**src/rtl/vga_scanout_if.sv**
```systemverilog
// Framebuffer-in / VGA-out bundle for vga_scanout.
// master: the scanout engine; slave: the framebuffer producer / display monitor.
interface vga_scanout_if;
  logic [1199:0] framebuffer;
  logic [3:0]    red_out;
  logic [3:0]    green_out;
  logic [3:0]    blue_out;
  logic          h_sync_out;
  logic          v_sync_out;
  logic          frame_start;

  modport master (
    input  framebuffer,
    output red_out, green_out, blue_out, h_sync_out, v_sync_out, frame_start
  );

  modport slave (
    output framebuffer,
    input  red_out, green_out, blue_out, h_sync_out, v_sync_out, frame_start
  );
endinterface

```
**src/rtl/vga_scanout.sv**
```systemverilog
// 640x480@60 VGA scanout of a 40x30 cell framebuffer (16x16-pixel cells), snapshotted per frame.
// Optional macro CELL_GRID_EN draws a 12'h444 line on every cell boundary.
module vga_scanout #(
  parameter logic [11:0] FG_COLOR  = 12'hFFF,
  parameter logic [11:0] BG_COLOR  = 12'h000,
  parameter int unsigned H_VISIBLE = 640,
  parameter int unsigned H_FRONT   = 16,
  parameter int unsigned H_SYNC    = 96,
  parameter int unsigned H_BACK    = 48,
  parameter int unsigned V_VISIBLE = 480,
  parameter int unsigned V_FRONT   = 10,
  parameter int unsigned V_SYNC    = 2,
  parameter int unsigned V_BACK    = 33
) (
  input  logic          clock,
  input  logic          reset_button,
  vga_scanout_if.master vga
);

  localparam int unsigned H_TOTAL = H_VISIBLE + H_FRONT + H_SYNC + H_BACK;
  localparam int unsigned V_TOTAL = V_VISIBLE + V_FRONT + V_SYNC + V_BACK;

  localparam logic [9:0] H_LAST       = 10'(H_TOTAL - 1);
  localparam logic [9:0] V_LAST       = 10'(V_TOTAL - 1);
  localparam logic [9:0] H_VIS_END    = 10'(H_VISIBLE);
  localparam logic [9:0] V_VIS_END    = 10'(V_VISIBLE);
  localparam logic [9:0] H_SYNC_FIRST = 10'(H_VISIBLE + H_FRONT);
  localparam logic [9:0] H_SYNC_LAST  = 10'(H_VISIBLE + H_FRONT + H_SYNC - 1);
  localparam logic [9:0] V_SYNC_FIRST = 10'(V_VISIBLE + V_FRONT);
  localparam logic [9:0] V_SYNC_LAST  = 10'(V_VISIBLE + V_FRONT + V_SYNC - 1);

  logic          pix_en_q;
  logic [9:0]    h_count_q, h_count_d;
  logic [9:0]    v_count_q, v_count_d;
  logic [1199:0] snapshot_q, snapshot_d;
  logic [11:0]   rgb_q, rgb_d;
  logic          h_sync_q, h_sync_d;
  logic          v_sync_q, v_sync_d;
  logic          frame_start_q, frame_start_d;

  logic          visible;
  logic          snap_now;
  logic [4:0]    row;
  logic [5:0]    col;
  logic [10:0]   cell_idx;
  logic          cell_lit;
  logic [11:0]   pixel_color;

  assign visible  = (h_count_q < H_VIS_END) && (v_count_q < V_VIS_END);
  assign row      = v_count_q[8:4];
  assign col      = h_count_q[9:4];
  assign cell_idx = 11'(row) * 11'd40 + 11'(col);
  assign cell_lit = snapshot_q[cell_idx];
  // Snapshot at the first pixel of vertical blanking so a frame never tears.
  assign snap_now = pix_en_q && (h_count_q == 10'd0) && (v_count_q == V_VIS_END);

`ifdef CELL_GRID_EN
  assign pixel_color = ((h_count_q[3:0] == 4'd0) || (v_count_q[3:0] == 4'd0)) ? 12'h444 :
                       (cell_lit ? FG_COLOR : BG_COLOR);
`else
  assign pixel_color = cell_lit ? FG_COLOR : BG_COLOR;
`endif

  always_comb begin
    h_count_d     = h_count_q;
    v_count_d     = v_count_q;
    snapshot_d    = snapshot_q;
    rgb_d         = rgb_q;
    h_sync_d      = h_sync_q;
    v_sync_d      = v_sync_q;
    frame_start_d = snap_now;
    if (pix_en_q) begin
      if (h_count_q == H_LAST) begin
        h_count_d = 10'd0;
        v_count_d = (v_count_q == V_LAST) ? 10'd0 : v_count_q + 10'd1;
      end else begin
        h_count_d = h_count_q + 10'd1;
      end
      // Colour and syncs come from the same counts, so they stay aligned one pixel later.
      h_sync_d = !((h_count_q >= H_SYNC_FIRST) && (h_count_q <= H_SYNC_LAST));
      v_sync_d = !((v_count_q >= V_SYNC_FIRST) && (v_count_q <= V_SYNC_LAST));
      rgb_d    = visible ? pixel_color : 12'h000;
      if (snap_now) begin
        snapshot_d = vga.framebuffer;
      end
    end
  end

  always_ff @(posedge clock or negedge reset_button) begin
    if (!reset_button) begin
      pix_en_q      <= 1'b0;
      h_count_q     <= 10'd0;
      v_count_q     <= 10'd0;
      snapshot_q    <= '0;
      rgb_q         <= 12'h000;
      h_sync_q      <= 1'b1;
      v_sync_q      <= 1'b1;
      frame_start_q <= 1'b0;
    end else begin
      pix_en_q      <= ~pix_en_q;
      h_count_q     <= h_count_d;
      v_count_q     <= v_count_d;
      snapshot_q    <= snapshot_d;
      rgb_q         <= rgb_d;
      h_sync_q      <= h_sync_d;
      v_sync_q      <= v_sync_d;
      frame_start_q <= frame_start_d;
    end
  end

  assign vga.red_out     = rgb_q[11:8];
  assign vga.green_out   = rgb_q[7:4];
  assign vga.blue_out    = rgb_q[3:0];
  assign vga.h_sync_out  = h_sync_q;
  assign vga.v_sync_out  = v_sync_q;
  assign vga.frame_start = frame_start_q;

endmodule

```
**src/flat_wrapper.sv**
```systemverilog
// flat-port wrapper written by rule: the top's interface ports become plain ports
module vga_scanout_flat 
#(
  parameter logic [11:0] FG_COLOR  = 12'hFFF,
  parameter logic [11:0] BG_COLOR  = 12'h000,
  parameter int unsigned H_VISIBLE = 640,
  parameter int unsigned H_FRONT   = 16,
  parameter int unsigned H_SYNC    = 96,
  parameter int unsigned H_BACK    = 48,
  parameter int unsigned V_VISIBLE = 480,
  parameter int unsigned V_FRONT   = 10,
  parameter int unsigned V_SYNC    = 2,
  parameter int unsigned V_BACK    = 33
)
  (clock, reset_button, vga_framebuffer, vga_red_out, vga_green_out, vga_blue_out, vga_h_sync_out, vga_v_sync_out, vga_frame_start);
  vga_scanout_if vga_i ();
  input  logic clock;
  input  logic reset_button;
  input wire logic [$bits(vga_i.framebuffer)-1:0] vga_framebuffer;
  output wire logic [$bits(vga_i.red_out)-1:0] vga_red_out;
  output wire logic [$bits(vga_i.green_out)-1:0] vga_green_out;
  output wire logic [$bits(vga_i.blue_out)-1:0] vga_blue_out;
  output wire logic [$bits(vga_i.h_sync_out)-1:0] vga_h_sync_out;
  output wire logic [$bits(vga_i.v_sync_out)-1:0] vga_v_sync_out;
  output wire logic [$bits(vga_i.frame_start)-1:0] vga_frame_start;
  assign vga_i.framebuffer = vga_framebuffer;
  assign vga_red_out = vga_i.red_out;
  assign vga_green_out = vga_i.green_out;
  assign vga_blue_out = vga_i.blue_out;
  assign vga_h_sync_out = vga_i.h_sync_out;
  assign vga_v_sync_out = vga_i.v_sync_out;
  assign vga_frame_start = vga_i.frame_start;
  vga_scanout #(.FG_COLOR(FG_COLOR), .BG_COLOR(BG_COLOR), .H_VISIBLE(H_VISIBLE), .H_FRONT(H_FRONT), .H_SYNC(H_SYNC), .H_BACK(H_BACK), .V_VISIBLE(V_VISIBLE), .V_FRONT(V_FRONT), .V_SYNC(V_SYNC), .V_BACK(V_BACK)) u_core (.clock(clock), .reset_button(reset_button), .vga(vga_i));
endmodule
```
**config.mk**
```make
export PLATFORM = sky130hd
export DESIGN_NAME = vga_scanout_flat
export DESIGN_NICKNAME = d
export VERILOG_FILES = /design/src/rtl/vga_scanout_if.sv /design/src/rtl/vga_scanout.sv /design/src/flat_wrapper.sv
export SDC_FILE = /design/constraint.sdc
export NUM_CORES = 2
export LEC_CHECK = 0
export BUFFER_PORTS_ARGS = -buffer_cell sky130_fd_sc_hd__clkbuf_2
export CAP_MARGIN = 20
export CELL_PAD_IN_SITES_DETAIL_PLACEMENT = 0
export CELL_PAD_IN_SITES_GLOBAL_PLACEMENT = 1
export CORE_AREA = 2 2 478 480
export DETAILED_ROUTE_END_ITERATION = 8
export DIE_AREA = 0 0 480 482
export GPL_TIMING_DRIVEN = 0
export PLACE_DENSITY = 0.62
export REMOVE_ABC_BUFFERS = 1
export SETUP_SLACK_MARGIN = 0.3
export SYNTH_ARGS = -nofsm -noshare
export SYNTH_HDL_FRONTEND = slang
export SYNTH_SLANG_ARGS = --single-unit
```
**constraint.sdc**
```tcl
create_clock -name clock -period 4.8 [get_ports clock]
set_input_delay 0.72 -clock clock [delete_from_list [all_inputs] [get_ports clock]]
set_output_delay 0.72 -clock clock [all_outputs]
set_load 0.01 [all_outputs]
```
==> metrics.yaml <==
status: "finished clean"
hold_viol_final: 0
drive_above_1_share: 0.271
dieArea_um2: 231000
cp-end-kind: "register"
fin_nets: 8375
finalPower_uw: 22700
reg2regPathDepth: 10
cp_top_family: "compound AO/OA/AOI/OAI gates"
num_vias: 46900
die_y_um: 482
layout_setup_ws_ns: 0.414
path_cells: "ha_4 -> and2_2 -> buf_12 -> a22oi_1 -> nand3_2 -> nand4_1 -> o31ai_2 -> a211oi_1 -> o32ai_1 -> a31o_1"
cts_buffers: 150
synth_edf_count: 0
holdWs_ns: 0.0956
antenna_found_initial: 141
grt_max_degree: 109
p_leak_uw: 0.0326
syn_avg_cell_area_um2: 9.36
cp-start-kind: "register"
track_usage: 0.206
finalNonFillerCells: 10300
area_growth_pct: 29.5
cap_violations: 0
drc: 0
pwr_density_cell_nw_per_um2: 312
relSlewSlack: 0.334
num_io_pins: 1217
dp_hpwl_um: 183000
clock_latency_ns: 0.82
layout_common_cells: "nand2_1 (3663), dfrtp_1 (1219), clkbuf_2 (1215)"
seq_area_um2: 30700
first_global_vias: 48300
overflow: 0
portBuffers: 1216
dpl_worst_slack_ns: -1.30
synth_seq_cells: 1225
wirelength_um: 242000
final_common_cell: "nand2_1"
grt_pass1_wl_um: 345000
postSynthCellCount: 6006
max-vdd-ir-drop_uv: 275
crit_fanout: 14
cts_tree: "yes"
cp_num_buf_inv: 1
cp.depth: 10
clkTransAtPathRegs_ns: 0.06
async_flop_share: 1.00
firstDrtPassIters: 5
dpl-instance-area_um2: 67200
ys_warn_count: 0
skew_ns: 0.0451
crit_type: "register to register"
critPathMaxStageDelay_ns: 0.81
fillers: 23900
fmax_ghz: 0.228
drv_slew: 0
gp_congestion: 0.855
final_area_um2: 72800
worst_pin_slew_ns: 0.999
via_per_inst: 4.53
required_ns: 5.52
slowest_stage: "o31ai_2"
drt_first_iter_violations: 2873
cts.path.max_buffers: 3
synth_seq_area_share: 0.546
setup_viol_count_final: 0
clockRootBuffer: "clkbuf_16"
wl_per_cell_um: 23.4
fp-row-count: 175
fin_crit_sh: 0.914
rsz0062_at_grt: "false"
min_period_ns: 4.39
multi_input_area_um2: 23900
min-delay-path-class: "input port to register"
drtAntennaViolNets: 0
cp_data_arrival_time_ns: 5.10
die_w_um: 480
synth_area_um2: 56200
htree_levels: 4
synth_flop_cell: "dfrtp_1"
min_path_cells: 3
place_inst: 9989
core-area_um2: 226000
cts.sinks: 1225
yosysUniqueCellTypes: 65
start_util: 0.248
metrics by stage:
| step | setup TNS (ns) | utilization |
|---|---|---|
| after detailed placement | -1.30 | 0.297 |
| after global routing | 0 | 0.321 |
| after CTS | 0 | 0.320 |
| after floorplan | - | - |
| final | 0 | 0.322 |
| after global placement | - | 0.283 |
cell type report:
class	instances	area share
Multi-Input combinational cell	4381	0.328
Clock inverter	51	0.00945
Clock buffer	216	0.0591
Tap cell	3009	0.0517
Timing Repair Buffer	1386	0.127
Sequential cell	1225	0.421
Antenna cell	66	0.00227
Inverter	14	0.000791
report_power, final:
group,internal [µW],switching [µW],total [µW]
registers,10300,0,10300
logic,387,396,783
clock network,6670,4930,11600
total,17400,5330,22700
worst reg2reg max path, stage by stage, from the launching register on:
cell      delay (ns)
dfrtp_1         0.50
ha_4            0.66
and2_2          0.65
buf_12          0.27
a22oi_1         0.27
nand3_2         0.26
nand4_1         0.39
o31ai_2         0.82
a211oi_1        0.18
o32ai_1         0.16
a31o_1          0.18
cells in the mapped netlist (5+ instances only):
cell type,count,share of area
a2111oi_0,5,0.00078
buf_4,36,0.0048
mux2i_1,39,0.0069
buf_1,8,0.00053
nor2_1,35,0.0023
a211oi_1,10,0.0013
a221oi_1,9,0.0014
mux4_2,304,0.12
nor4_1,8,0.00089
dfrtp_1,1223,0.54
nand2b_1,8,0.00089
o211ai_1,11,0.0015
or3_1,5,0.00056
buf_6,16,0.0032
and3_1,6,0.00067
clkbuf_1,168,0.011
o22ai_1,8,0.00089
xor2_1,5,0.00078
nor2b_1,12,0.0013
mux2_2,7,0.0014
nand4_1,13,0.0014
a22oi_1,40,0.0053
inv_1,13,0.00087
o21ai_0,14,0.0012
ha_1,13,0.0029
nor3_1,20,0.0018
buf_2,160,0.014
xnor2_1,16,0.0025
nand2_1,3665,0.24
a31oi_1,6,0.00067
a311oi_1,6,0.00094
a21oi_1,19,0.0017
nand3_1,30,0.0027
registers in the layout (all words and copies together), names as in the netlist:
register	flops
u_core.pix_en_q	1
u_core.h_count_q	10
u_core.vga.frame_start	1
u_core.vga.h_sync_out	1
u_core.vga.v_sync_out	1
u_core.v_count_q	10
u_core.snapshot_q	1200
u_core.rgb_q	1
timing repair:
item / in CTS / in global routing
hold buffers: 4 / 0
setup endpoints to repair: 2 / 109
gates resized for setup: 31 / 4
pin swaps: 10 / 1
cloned: 2 / 2
buffers inserted: 15 / 3
endpoints found under the hold margin: 71 / 0
logic make-up after synthesis:
family                   after synthesis  synth area share
adder cells (fa/ha/maj)               15           0.00361
flip-flops                          1225             0.546
XOR/XNOR                              21           0.00327
multiplexers                         350             0.130
buffers and inverters                402            0.0350
AND/OR/NAND/NOR                     3828             0.261
AO/OA/AOI/OAI                        165            0.0214
metal layers:
layer	vias to the layer above	global-route usage	share of wire
li1	21700	-	-
met1	23200	0.255	0.41
met2	1426	0.334	0.48
met3	393	0.0668	0.081
met4	124	0.0760	0.033
met5	-	0	0.0034
final timing paths:
| path | start | slack [ns] | end |
|---|---|---|---|
| setup / recovery | u_core.v_count_q[4] | 0.41 | u_core.rgb_q[10] |
| hold / removal | vga_framebuffer[1085] | 0.1 | u_core.snapshot_q[1085] |
| setup reg to reg | u_core.v_count_q[4] | 0.41 | u_core.rgb_q[10] |
| hold reg to reg | u_core.snapshot_q[995] | 0.46 | u_core.snapshot_q[995] |
| max in group asynchronous | reset_button | 0.83 | u_core.snapshot_q[257] |
| min in group asynchronous | reset_button | 0.42 | u_core.snapshot_q[221] |
Note: power is estimated with default switching activity, not from simulation.
